**src/rtl/morse_keyer.sv**
```systemverilog
// Morse keyer: turns one character (1..5 dits/dashes) or a word space
// into a timed key line, counting externally supplied time-unit ticks.
module morse_keyer (
    input  logic       clk,
    input  logic       reset,
    input  logic       tick,
    input  logic       char_valid,
    input  logic       space,
    input  logic [2:0] len,
    input  logic [4:0] bits,
    input  logic       abort,
    output logic       key,
    output logic       ready,
    output logic       done,
    output logic       err
);

    typedef enum logic [2:0] {
        IDLE,
        MARK,
        GAP,
        CHAR_GAP,
        WORD_GAP
    } state_t;

    state_t     state;
    logic [2:0] cnt;
    logic [2:0] remain;
    logic [4:0] pat;
    logic       legal;
    logic       mark_last;

    // pat is left-aligned so the symbol on air is always pat[4]
    assign legal     = (len >= 3'd1) && (len <= 3'd5);
    assign mark_last = (cnt == (pat[4] ? 3'd2 : 3'd0));
    assign ready     = (state == IDLE);

    // Sequencer: request accept, symbol timing, gaps and abort
    always_ff @(posedge clk or posedge reset) begin
        if (reset) begin
            state  <= IDLE;
            key    <= 1'b0;
            done   <= 1'b0;
            err    <= 1'b0;
            cnt    <= 3'd0;
            remain <= 3'd0;
            pat    <= 5'd0;
        end else begin
            done <= 1'b0;
            err  <= 1'b0;
            if (abort && state != IDLE) begin
                state <= IDLE;
                key   <= 1'b0;
                cnt   <= 3'd0;
            end else begin
                case (state)
                    IDLE: begin
                        if (char_valid && !abort) begin
                            if (space) begin
                                state <= WORD_GAP;
                                key   <= 1'b0;
                                cnt   <= 3'd0;
                            end else if (legal) begin
                                pat    <= bits << (3'd5 - len);
                                remain <= len;
                                key    <= 1'b1;
                                state  <= MARK;
                                cnt    <= 3'd0;
                            end else begin
                                err <= 1'b1;
                            end
                        end
                    end
                    MARK: begin
                        if (tick) begin
                            if (mark_last) begin
                                key <= 1'b0;
                                cnt <= 3'd0;
                                if (remain > 3'd1) begin
                                    state  <= GAP;
                                    remain <= remain - 3'd1;
                                    pat    <= pat << 1;
                                end else begin
                                    state <= CHAR_GAP;
                                end
                            end else begin
                                cnt <= cnt + 3'd1;
                            end
                        end
                    end
                    GAP: begin
                        if (tick) begin
                            key   <= 1'b1;
                            state <= MARK;
                            cnt   <= 3'd0;
                        end
                    end
                    CHAR_GAP: begin
                        if (tick) begin
                            if (cnt == 3'd2) begin
                                state <= IDLE;
                                done  <= 1'b1;
                                cnt   <= 3'd0;
                            end else begin
                                cnt <= cnt + 3'd1;
                            end
                        end
                    end
                    WORD_GAP: begin
                        if (tick) begin
                            if (cnt == 3'd6) begin
                                state <= IDLE;
                                done  <= 1'b1;
                                cnt   <= 3'd0;
                            end else begin
                                cnt <= cnt + 3'd1;
                            end
                        end
                    end
                    default: begin
                        state <= IDLE;
                        key   <= 1'b0;
                    end
                endcase
            end
        end
    end

endmodule

```
**config.mk**
```make
export PLATFORM = sky130hd
export DESIGN_NAME = morse_keyer
export DESIGN_NICKNAME = d
export VERILOG_FILES = /design/src/rtl/morse_keyer.sv
export SDC_FILE = /design/constraint.sdc
export NUM_CORES = 1
export LEC_CHECK = 0
export CORE_ASPECT_RATIO = 1.1
export CORE_MARGIN = 10
export CORE_UTILIZATION = 54
export DETAILED_ROUTE_END_ITERATION = 16
export PLACE_DENSITY = 0.78
export SLEW_MARGIN = 25
export SYNTH_ARGS = -nofsm -noshare
export SYNTH_HDL_FRONTEND = slang
export SYNTH_SLANG_ARGS = --single-unit
```
**constraint.sdc**
```tcl
create_clock -name clk -period 2.7 [get_ports clk]
set_input_delay 0.405 -clock clk [delete_from_list [all_inputs] [get_ports clk]]
set_output_delay 0.405 -clock clk [all_outputs]
set_load 0.01 [all_outputs]
```
==> metrics.cfg, run 1 <==
[power]
power_mw=1.37
power_density_nw_per_um2=860
clock_power_share=0.106
pwr-share-seq=0.342
peakVddDrop_v=0.000744
p_sw_frac=0.429
p_int_mw=0.780
p_sw_mw=0.586
power_frac_comb=0.552
leakage_nw=0.712

[worst_setup_path]
rrSetupSlack_ps=540
worstSetupPathType=flop to output port
reg2reg_from=state[1]$_DFFE_PP0P_
worstSetupEndpointType=output port
cp-start-kind=flop
required_ps=2300
reg2reg_to=pat[4]$_DFFE_PP0P_
cp_data_arrival_time_ps=1910
ff2ff_path_depth=5
cp_max_fo=17

[cells_and_area]
nFillCells=221
drive_gt1_frac=0.137
nets=190
stdcell_area_um2=1590
diodes=0
fin_util=0.648
fin_cells=199
area_growth_syn_to_layout_pct=17.0

[placed_design]
dpl_cell_area_um2=1560
portBuffers=17
gp_congestion=0.887
placed_cells=195
dp_slack_ps=70.6
hpwlAfterDp_um=2340

[clocking]
clock_path_buffers=2
postCtsHoldBufs=0
post_cts_buffers=0
tritoncts=done
cts-buffers-inserted=3
htreeDepth=1
cts_resized=0
clock_sinks=17
cts_root_buf=clkbuf_4
insertion_delay_ps=300
cts.clk_slew.worst_paths_ps=110

[sta]
tns_ps=0
setup_viol_count_final=0
hold_violations=0
worst_slack_ps=386
slew_viol_final=0
layout_min_cycle_time_ps=2310
holdWs_ps=483
fmaxAchievable_mhz=432
slew_headroom=0.555
final.setup_skew_ps=6.73
rsz0062_at_grt=false
tightest_slew_ps=666
fin_crit_sh=0.857

[yosys]
ys_top_cells_by_area=dfrtp_1, ha_1, nand2_1, mux2i_1, o21ai_0
yosysSeqAreaShare=0.313
synth_area_um2=1360
syn_area_per_cell_um2=9.11
synth_cells=149
ys.flop_type=dfrtp_1
synth-async-reset-ratio=1.00
synth_most_common_cell=nand2_1
ys_top_cells_by_count=nand2_1, dfrtp_1, inv_1
ys_warn_count=0
syn-num-nets=170
ys_ff_latch=17
synth_top_cell_area_share=0.313
synth_edf_count=0
synth.distinct_cells=51
synth_top_area_cell=dfrtp_1

[outcome]
run_status=finished clean

[grt]
grt-ovfl-total=0
track_usage=0.132
grt_max_degree=18
antenna_found_initial=0
grt_pass1_wl_um=5090
grt_pass1_vias=1106

[hold_path]
hold_path.class=input port to asynchronous set/reset pin

[routing]
drcViolationCount=0
viasPerCell=5.88
drtIter0Drc=63
wire_per_inst_um=15.6
first_pass_iters=4
finalWirelength_um=3110
via_count=1171
drtAntennaViolNets=0

[floorplan]
core_um2=2450
dieArea_um2=4920
num_io_pins=18
die_w_um=67.8
start_util=0.554
row_count=19
die_h_um=72.6

[job]
cap_violations=0

logic make-up (layout without fill, tap and decap cells):
kind of cell / Yosys count / in the layout / share of synthesized area
XOR/XNOR: 1 / 1 / 0.00645
multiplexers: 10 / 10 / 0.0839
adder cells (fa/ha/maj): 7 / 7 / 0.0645
buffers and inverters: 17 / 36 / 0.0590
flip-flops: 17 / 17 / 0.313
AO/OA/AOI/OAI: 38 / 38 / 0.206
AND/OR/NAND/NOR: 59 / 59 / 0.266
final cells by class:
| class | count | area (um2) | share of cell area |
|---|---|---|---|
| multi-input combinational | 115 | 852 | 0.537 |
| sequential | 17 | 425 | 0.268 |
| timing repair buffer | 22 | 208 | 0.131 |
| tap | 31 | 38.8 | 0.0244 |
| inverter | 10 | 37.5 | 0.0236 |
| clock buffer | 4 | 26.3 | 0.0165 |
power groups by stage:
stage          Clock [mW]  Combinational [mW]  Sequential, mW
6_report            0.145               0.754           0.467
2_1_floorplan           0               0.624           0.412
3_5_place_dp            0               0.753           0.469
5_1_grt             0.155               0.841           0.484
4_1_cts             0.142               0.761           0.464
3_3_place_gp            0               0.728           0.460
placed cells by master (no fill, tap or decap), types with 2 or more instances in the layout:
| cell | netlist | routed |
|---|---|---|
| mux2_4 | 2 | 2 |
| inv_1 | 10 | 10 |
| buf_4 | 1 | 5 |
| clkdlybuf4s50_1 | 0 | 17 |
| nand3_1 | 4 | 4 |
| ha_1 | 7 | 7 |
| o21ai_0 | 9 | 9 |
| nor4b_1 | 2 | 2 |
| and4b_1 | 2 | 2 |
| and3_1 | 3 | 3 |
| or4_4 | 2 | 2 |
| mux2_2 | 2 | 2 |
| a21oi_1 | 6 | 6 |
| nor3_1 | 2 | 2 |
| nand2_1 | 19 | 19 |
| or2_1 | 2 | 2 |
| a221o_1 | 2 | 2 |
| nand2b_1 | 3 | 3 |
| mux2i_1 | 5 | 5 |
| clkbuf_4 | 0 | 3 |
| o21bai_1 | 2 | 2 |
| o21ai_1 | 2 | 2 |
| dfrtp_1 | 17 | 17 |
| nor2b_1 | 2 | 2 |
| a21boi_0 | 2 | 2 |
| o22ai_1 | 4 | 4 |
| nor2_1 | 7 | 7 |
| nor3b_1 | 2 | 2 |
sequential cells by signal, indices dropped and copies added (netlist names):
signal,count
remain,3
cnt,3
key,1
pat,5
state,3
err,1
done,1
critical path: stages, from the launching register on:
cell,delay (ps)
dfrtp_1,570
or2_1,340
nor2_1,140
clkdlybuf4s50_1,560
layer usage:
metal  vias to the layer above  track usage  wire (um)
met5                         -            0          0
met4                         0       0.0649         64
met3                         7       0.0353        141
met2                        31        0.203       1470
met1                       553        0.165       1430
li1                        580            -          -
worst max path at each step:
| stage | from | end | slack, ps | cells past startpoint |
|---|---|---|---|---|
| after floorplan | cnt[0]$_DFFE_PP0P_ | state[0]$_DFFE_PP0P_ | 750 | 7 |
| after global placement | len[1] | state[1]$_DFFE_PP0P_ | 150 | 8 |
| after detailed placement | len[1] | cnt[0]$_DFFE_PP0P_ | 70 | 8 |
| after CTS | len[1] | cnt[0]$_DFFE_PP0P_ | 380 | 8 |
| after global routing | len[1] | state[1]$_DFFE_PP0P_ | 160 | 8 |
| final | state[1]$_DFFE_PP0P_ | ready | 390 | 3 |
No activity file was read; power rests on OpenSTA's default activity.
==> inputs of run 2 (changes only) <==
--- a/config.mk
+++ b/config.mk
@@ -8,8 +8,10 @@
 export CORE_ASPECT_RATIO = 1.1
 export CORE_MARGIN = 10
 export CORE_UTILIZATION = 54
+export CTS_CLUSTER_DIAMETER = 60
 export DETAILED_ROUTE_END_ITERATION = 16
 export PLACE_DENSITY = 0.78
+export SKIP_CTS_REPAIR_TIMING = 1
 export SLEW_MARGIN = 25
 export SYNTH_ARGS = -nofsm -noshare
 export SYNTH_HDL_FRONTEND = slang
==> results of run 2 <==
Final layout, timing and power as in run 1 (identical DEF).
==> edit, RTL diff (settings of run 1) <==
Register the output `err` once more, cleared by the reset; this adds one clock of latency there. The other outputs are not delayed to match.
--- a/src/rtl/morse_keyer.sv
+++ b/src/rtl/morse_keyer.sv
@@ -25,2 +25,4 @@
 
+    logic err_s0;
+
     state_t     state;
@@ -43,3 +45,3 @@
             done   <= 1'b0;
-            err    <= 1'b0;
+            err_s0 <= 1'b0;
             cnt    <= 3'd0;
@@ -49,3 +51,3 @@
             done <= 1'b0;
-            err  <= 1'b0;
+            err_s0 <= 1'b0;
             if (abort && state != IDLE) begin
@@ -69,3 +71,3 @@
                             end else begin
-                                err <= 1'b1;
+                                err_s0 <= 1'b1;
                             end
@@ -128,2 +130,10 @@
 
+    always_ff @(posedge clk or posedge reset) begin
+        if (reset) begin
+            err <= '0;
+        end else begin
+            err <= err_s0;
+        end
+    end
+
 endmodule
Behaviour: not the same (a bounded check fails within 4 cycles, from zero or initial values and one cycle with reset high).
==> edit against run 1 <==
Setup slack got worse by 0.065 ns; sequential cell count rose by 1; area after synthesis rose by 0.92%; highest routed layer unchanged; non-clock buffer count did not move; die area rose by 0.66%; routed wire length fell by 1.3%; critical path type unchanged; total power rose by 3.7%; cell area rose by 0.71%; clock skew fell by 0.0044 ns; clock power fell by 7%; global-route usage rose by 0.21 points.
==> edit: results (changes against run 1) <==
| Metric | Value |
|---|---|
| Comb pwr | `0.000789 W (+4.6%)` |
| Sw Pwr | `0.000591 W (+0.86%)` |
| Status | `complete, no violations` |
| Post-synthesis sequential area ratio | `32.9% (+1.5 points)` |
| Reg2Reg Setup Slack | `0.62 ns (+0.08 ns)` |
| Worst-path maximum fanout | `16 (-1)` |
| Largest net degree at the start of global routing | `19 (+1)` |
| Routability congestion estimate | `0.889 (+0.27%)` |
| Cell count after synthesis | `152 (+2.0%)` |
| Leakage power | `0.726 nW (+2.0%)` |
| Worst hold slack | `0.360 ns (-0.123 ns)` |
| FF-to-FF End | `state[2]` |
| Dpl ws | `0.112 ns (+0.0415 ns)` |
| GRT met2 Usage | `23.4% (+3.1 points)` |
| Routing usage on met3 | `2.61% (-0.92 points)` |
| WL per Instance | `15.4 um (-1.8%)` |
| Post-Route M1 WL | `1250 um (-13%)` |
| Hold crit path type | `reg2reg` |
| Clk pwr | `0.000135 W (-7%)` |
| Setup violations, final | `0 (unchanged)` |
| Hpwl dp | `2460 um (+4.9%)` |
| # nets final | `192 (+1.1%)` |
| Synth area leaders | `dfrtp_1 (33%), mux2_4 (6.6%), ha_1 (6.4%)` |
| Synth Area in Adders | `6.39% (-0.059 points)` |
| Worst EP arrival | `1.97 ns (+0.06 ns)` |
| Mux cell area share after synthesis | `12.8% (+4.4 points)` |
| Vias in the first global route | `1142 (+3.3%)` |
| Synthesis warning total | `0 (unchanged)` |
| Iteration-0 DRC Markers | `96 (+52%)` |
| Compound-Gate Fraction of Synth Area | `20.4% (-0.28 points)` |
| Total power | `0.00142 W (+3.7%)` |
| Layout filler cell count | `225 (+1.8%)` |
| Worst vdd ir | `0.695 mV (-6.7%)` |
| Post-synth net total | `173 (+1.8%)` |
| Met3 WL | `152 um (+7.8%)` |
| Placed cell area | `1580 um^2 (+0.96%)` |
| Wire length on met2 | `1610 um (+9.4%)` |
| Sink of the worst hold path | `err` |
| Overall Global Routing Usage | `13.4% (+0.21 points)` |
| Via count | `1163 (-0.68%)` |
| Inst Count DP | `197 (+1.0%)` |
| Clk_skew | `0.00234 ns (-0.00439 ns)` |
| Worst-margin pin slew | `0.709 ns (+0.0422 ns)` |
| Post-synth top cells | `dfrtp_1 (18), nand2_1 (15), nor2_1 (13), inv_1 (11), ha_1 (7)` |
| GR Util met1 | `15.1% (-1.4 points)` |
| R2r startpoint | `state[0]` |
| Via density | `5.82 (-1.2%)` |
| Worst R2R Path Depth | `5 (unchanged)` |
| First-pass GRT wire length | `5230 um (+2.7%)` |
| Layout cells sized above 1 | `13.0% (-0.67 points)` |
[edit: cell types whose count changed after synthesis, moves of 3 or more]
cell      delta
a31oi_1      +5
nand2_1      -4
o22ai_1      -3
nor2_1       +6
o21ai_0      -4
clkbuf_1     +4
mux2_1       +3
mux2_4       +4
nor2b_1      +3
[edit: final cells by class]
type	count	area (um^2)	area share, %
Clock buffer	3	22.5	1.41
Inverter	12	45.0	2.82
Multi-Input combinational cell	114	835	52.2
Sequential cell	18	450	28.2
Tap cell	31	38.8	2.43
Timing Repair Buffer	22	208	13.0
[edit: how the worst max path moves through the flow]
stage	from	to	slack [ns]	depth (start not counted)
after global placement	len[1]	state[1]	0.20	8
after CTS	state[1]	ready	0.32	3
after global routing	state[1]	ready	0.25	3
after floorplan	len[1]	state[0]	0.50	8
after detailed placement	len[1]	state[0]	0.11	8
final	state[1]	ready	0.32	3
[edit: critical path, cell delays in order (launching register included)]
cell,delay [ns]
dfrtp_1,0.57
or3_4,0.50
inv_2,0.07
clkdlybuf4s50_1,0.53
